**config.mk**
```make
export PLATFORM = sky130hd
export DESIGN_NAME = uart_rx
export DESIGN_NICKNAME = d
export VERILOG_FILES = /design/src/rtl/uart_rx.sv
export SDC_FILE = /design/constraint.sdc
export NUM_CORES = 1
export LEC_CHECK = 0
export BUFFER_PORTS_ARGS = -buffer_cell sky130_fd_sc_hd__buf_2
export CAP_MARGIN = 30
export CORE_AREA = 2 2 60 68
export DETAILED_ROUTE_END_ITERATION = 10
export DIE_AREA = 0 0 62 70
export PLACE_DENSITY_LB_ADDON = 0.05
export SYNTH_ARGS = -nofsm -noshare
export SYNTH_HDL_FRONTEND = slang
export SYNTH_SLANG_ARGS = --single-unit
```
**constraint.sdc**
```tcl
create_clock -name clk -period 2.65 [get_ports clk]
set_input_delay 0.265 -clock clk [delete_from_list [all_inputs] [get_ports clk]]
set_output_delay 0.265 -clock clk [all_outputs]
set_load 0.02 [all_outputs]
```
**src/rtl/uart_rx.sv**
```systemverilog
// UART 8N1 receiver: double-flop synchronizer, mid-bit sampling, ready/clear handshake,
// framing (stop bit low) and overrun (byte lands while previous one unread) reporting.
module uart_rx #(
  parameter int unsigned BAUD_DIV = 2604,
  parameter int unsigned HALF_DIV = BAUD_DIV / 2
) (
  input  logic       clk,
  input  logic       rst_n,
  input  logic       RX,
  input  logic       clr_rdy,
  output logic [7:0] rx_data,
  output logic       rdy,
  output logic       busy,
  output logic       frm_err,
  output logic       ovr_err
);

  localparam int unsigned CntW = $clog2(BAUD_DIV);
  localparam logic [CntW-1:0] BaudReload = CntW'(BAUD_DIV - 1);
  localparam logic [CntW-1:0] HalfReload = CntW'(HALF_DIV - 1);

  typedef enum logic [2:0] {StIdle, StStart, StData, StStop, StBreak} state_e;

  state_e          state_q, state_d;
  logic            rx_s1_q, rx_s2_q, rx_prev_q;
  logic [CntW-1:0] cnt_q, cnt_d;
  logic [3:0]      bitcnt_q, bitcnt_d;
  logic [7:0]      shift_q, shift_d;
  logic [7:0]      rx_data_q, rx_data_d;
  logic            rdy_q, rdy_d;
  logic            busy_q, busy_d;
  logic            frm_q, frm_d;
  logic            ovr_q, ovr_d;
  logic            sample;
  logic            commit;

  assign sample = (cnt_q == '0);

  always_comb begin
    state_d   = state_q;
    cnt_d     = cnt_q;
    bitcnt_d  = bitcnt_q;
    shift_d   = shift_q;
    rx_data_d = rx_data_q;
    rdy_d     = rdy_q;
    ovr_d     = ovr_q;
    frm_d     = 1'b0;
    commit    = 1'b0;

    case (state_q)
      StIdle: begin
        if (rx_prev_q && !rx_s2_q) begin
          state_d = StStart;
          cnt_d   = HalfReload;
        end
      end
      StStart: begin
        if (!sample) begin
          cnt_d = cnt_q - CntW'(1);
        end else if (rx_s2_q) begin
          state_d = StIdle;  // start bit gone by mid-bit: treat as glitch
        end else begin
          state_d  = StData;
          cnt_d    = BaudReload;
          bitcnt_d = 4'd0;
        end
      end
      StData: begin
        if (!sample) begin
          cnt_d = cnt_q - CntW'(1);
        end else begin
          shift_d  = {rx_s2_q, shift_q[7:1]};
          bitcnt_d = bitcnt_q + 4'd1;
          cnt_d    = BaudReload;
          if (bitcnt_q == 4'd7) state_d = StStop;
        end
      end
      StStop: begin
        if (!sample) begin
          cnt_d = cnt_q - CntW'(1);
        end else if (rx_s2_q) begin
          commit  = 1'b1;
          state_d = StIdle;
        end else begin
          frm_d   = 1'b1;
          state_d = StBreak;
        end
      end
      StBreak: begin
        if (rx_s2_q) state_d = StIdle;
      end
      default: state_d = StIdle;
    endcase

    // A commit beats a simultaneous clear; the clear still suppresses the overrun flag.
    if (commit) begin
      rx_data_d = shift_q;
      rdy_d     = 1'b1;
      ovr_d     = clr_rdy ? 1'b0 : (ovr_q | rdy_q);
    end else if (clr_rdy) begin
      rdy_d = 1'b0;
      ovr_d = 1'b0;
    end

    busy_d = (state_d != StIdle);
  end

  always_ff @(posedge clk or negedge rst_n) begin
    if (!rst_n) begin
      rx_s1_q   <= 1'b1;
      rx_s2_q   <= 1'b1;
      rx_prev_q <= 1'b1;
      state_q   <= StIdle;
      cnt_q     <= '0;
      bitcnt_q  <= 4'd0;
      shift_q   <= 8'h00;
      rx_data_q <= 8'h00;
      rdy_q     <= 1'b0;
      busy_q    <= 1'b0;
      frm_q     <= 1'b0;
      ovr_q     <= 1'b0;
    end else begin
      rx_s1_q   <= RX;
      rx_s2_q   <= rx_s1_q;
      rx_prev_q <= rx_s2_q;
      state_q   <= state_d;
      cnt_q     <= cnt_d;
      bitcnt_q  <= bitcnt_d;
      shift_q   <= shift_d;
      rx_data_q <= rx_data_d;
      rdy_q     <= rdy_d;
      busy_q    <= busy_d;
      frm_q     <= frm_d;
      ovr_q     <= ovr_d;
    end
  end

  assign rx_data = rx_data_q;
  assign rdy     = rdy_q;
  assign busy    = busy_q;
  assign frm_err = frm_q;
  assign ovr_err = ovr_q;

endmodule

```
==> impl_metrics.yaml <==
cells_and_area:
  fill_cells: 319
  drive_above_1_share: 0.250
  area_delta_synth_final_pct: 9.36
  final_area_mm2: 0.00228
  stdcell_count: 256
  nNetsFinal: 210
  utilization: 0.608
  diodes: 0
synthesis:
  ys_ff_latch: 42
  synth.distinct_cells: 55
  ys_top_cells_by_area: "dfrtp_1, mux2_2, dfstp_2"
  yosysSeqAreaShare: 0.506
  synth_edf_count: 0
  syn_nets: 196
  syn_inst: 189
  synth.avg_cell_area_um2: 11.0
  synth_top_cell_area_share: 0.468
  yosysTopAreaCell: "dfrtp_1"
  yosysMostFrequentCell: "dfrtp_1"
  yosys_warnings: 0
  yosys-top-cells-count: "dfrtp_1, mux2_2, nand2_1, nor2_1, o21ai_0"
  async_reset_ff_frac: 1.00
  synth_area_mm2: 0.00209
  ys.flop_type: "dfrtp_1"
power:
  irDropWorstVdd_mv: 0.351
  leakagePower_nw: 1.05
  p_per_area_mw_per_mm2: 734
place:
  dp_cells: 248
  io_buffers: 15
  place_congestion: 0.850
  placement.cell_area_mm2: 0.00219
  dpl.hpwl_mm: 3.01
global_route:
  grt_pass1_vias: 1527
  antenna_found_initial: 0
  overflow: 0
  grt_first_pass_wirelength_mm: 7.31
  grt_start_max_net_pins: 43
  grt_use_total: 0.221
timing:
  tns_ns: 0
  min_period_over_period: 0.812
  clock_skew_ns: 0.0108
  setup_viol: 0
  worst_pin_slew_ns: 0.908
  hold_viol: 0
  layout_min_cycle_time_ns: 2.15
  relSlewSlack: 0.395
  rsz0062_at_grt: "no"
  timing.fmax_mhz: 465
  hold_slack_ns: 0.0707
  slew_violations: 0
clock_tree:
  clk_latency_ns: 0.29
  cts_num_sinks: 42
  clk_path_buf_depth: 2
  cts_inserted_buffers: 5
  postCtsSetupBuffers: 0
  cts_resized: 0
  clockRootBuffer: "clkbuf_8"
  htreeDepth: 2
  tritoncts: "yes"
  clk_pin_slew_worst_paths_ns: 0.08
  ctsHoldBuffers: 0
run_status:
  status: "finished clean"
die:
  core_mm2: 0.00375
  ios: 16
  rows: 24
  fp.dieH_um: 70
  die_w_um: 62
  initial_utilization: 0.556
  die_area_mm2: 0.00434
hold_path:
  holdPathEnd: "rx_s1_q$_DFF_PN1_"
  hold_depth: 1
  hp-start: "RX"
  hold_class: "input pin to flop"
worst_setup_path:
  regToRegSetupSlack_ns: 0.50
  endpoint_kind: "flop"
  rr_worst_depth: 6
  reg2reg_to: "shift_q[6]$_DFFE_PN0P_"
  cp-start-kind: "flop"
  cp_max_fo: 8
  required_ns: 2.84
  worstSetupPathType: "flop to flop"
  rr_startpoint: "cnt_q[0]$_DFFE_PN0P_"
  worstPathArrival_ns: 2.34
  startpoint: "cnt_q[0]$_DFFE_PN0P_"
detailed_routing:
  wl_per_cell_um: 16.4
  viasPerCell: 6.12
  drc: 0
  vias: 1566
  dr.pass1.iters: 4
  drtIter0Drc: 126
  wl_mm: 4.20
  ant_nets: 0
run:
  drv_cap: 0
[final cells by class]
cell class                      instances  area (um^2)  share of cell area
Inverter                                4         15.0             0.00658
Multi-Input combinational cell        134          976               0.428
Tap cell                               52         65.1              0.0285
Sequential cell                        42         1050               0.462
Clock buffer                            6         72.6              0.0318
Clock inverter                          2         15.0             0.00658
Timing Repair Buffer                   16         82.6              0.0362
[flip-flops by register name, summed over array words and instances, names as in the netlist]
name	cells
cnt_q	12
rx_data	8
shift_q	8
bitcnt_q	4
state_q	3
busy	1
frm_err	1
ovr_err	1
rdy	1
rx_prev_q	1
rx_s1_q	1
rx_s2_q	1
[critical path: stages (launching register included)]
cell and delay, ns:
dfrtp_1 0.42, inv_1 0.09, ha_1 0.16, nor4b_4 0.36, and4b_1 0.37, and2_1 0.28, mux2_2 0.36
[cells by family after synthesis]
kind of cell,after synthesis,share of synthesized area
xor+xnor,1,0.00420
buf+inv,13,0.0264
simple gates,64,0.189
flops,42,0.506
fa+ha+maj,3,0.0180
mux,17,0.0912
compound gates,49,0.166
[through the flow]
step	setup WS, ns	total power, mW
after floorplan	0.697	1.16
after CTS	0.506	1.68
final	0.498	1.67
after detailed placement	0.516	1.27
after global routing	0.331	1.78
after global placement	0.614	1.25
[report_power, final]
part           leakage (nW)  internal (mW)  switching (mW)
combinational         0.469          0.186           0.225
sequential            0.545          0.721           0.137
clock                0.0374          0.186           0.220
[placed cells by master, fill, tap and decap left out, types with 5 or more instances in the layout]
master | netlist | layout
a21oi_1 | 5 | 5
nor2_1 | 11 | 11
a31oi_1 | 6 | 6
o21ai_0 | 10 | 10
nand3_1 | 6 | 6
clkbuf_8 | 0 | 5
buf_2 | 1 | 15
mux2_2 | 16 | 16
dfrtp_1 | 39 | 39
nand2_1 | 14 | 14
[how the worst max path moves through the flow]
stage / endpoint / slack [ns] / cells past startpoint
2_1_floorplan: shift_q[1]$_DFFE_PN0P_ / 0.70 / 7
6_report: shift_q[6]$_DFFE_PN0P_ / 0.50 / 6
4_1_cts: shift_q[2]$_DFFE_PN0P_ / 0.51 / 6
5_1_grt: shift_q[6]$_DFFE_PN0P_ / 0.33 / 6
3_3_place_gp: shift_q[6]$_DFFE_PN0P_ / 0.61 / 6
3_5_place_dp: shift_q[2]$_DFFE_PN0P_ / 0.52 / 6
[metal layers]
layer  share of wire  wire [um]  global-route usage
met3           0.041        172              0.0519
met4           0.011         46              0.0567
met5               0          0                   0
met1            0.43       1810               0.299
met2            0.52       2170               0.352
(Power assumes the default switching activity.)
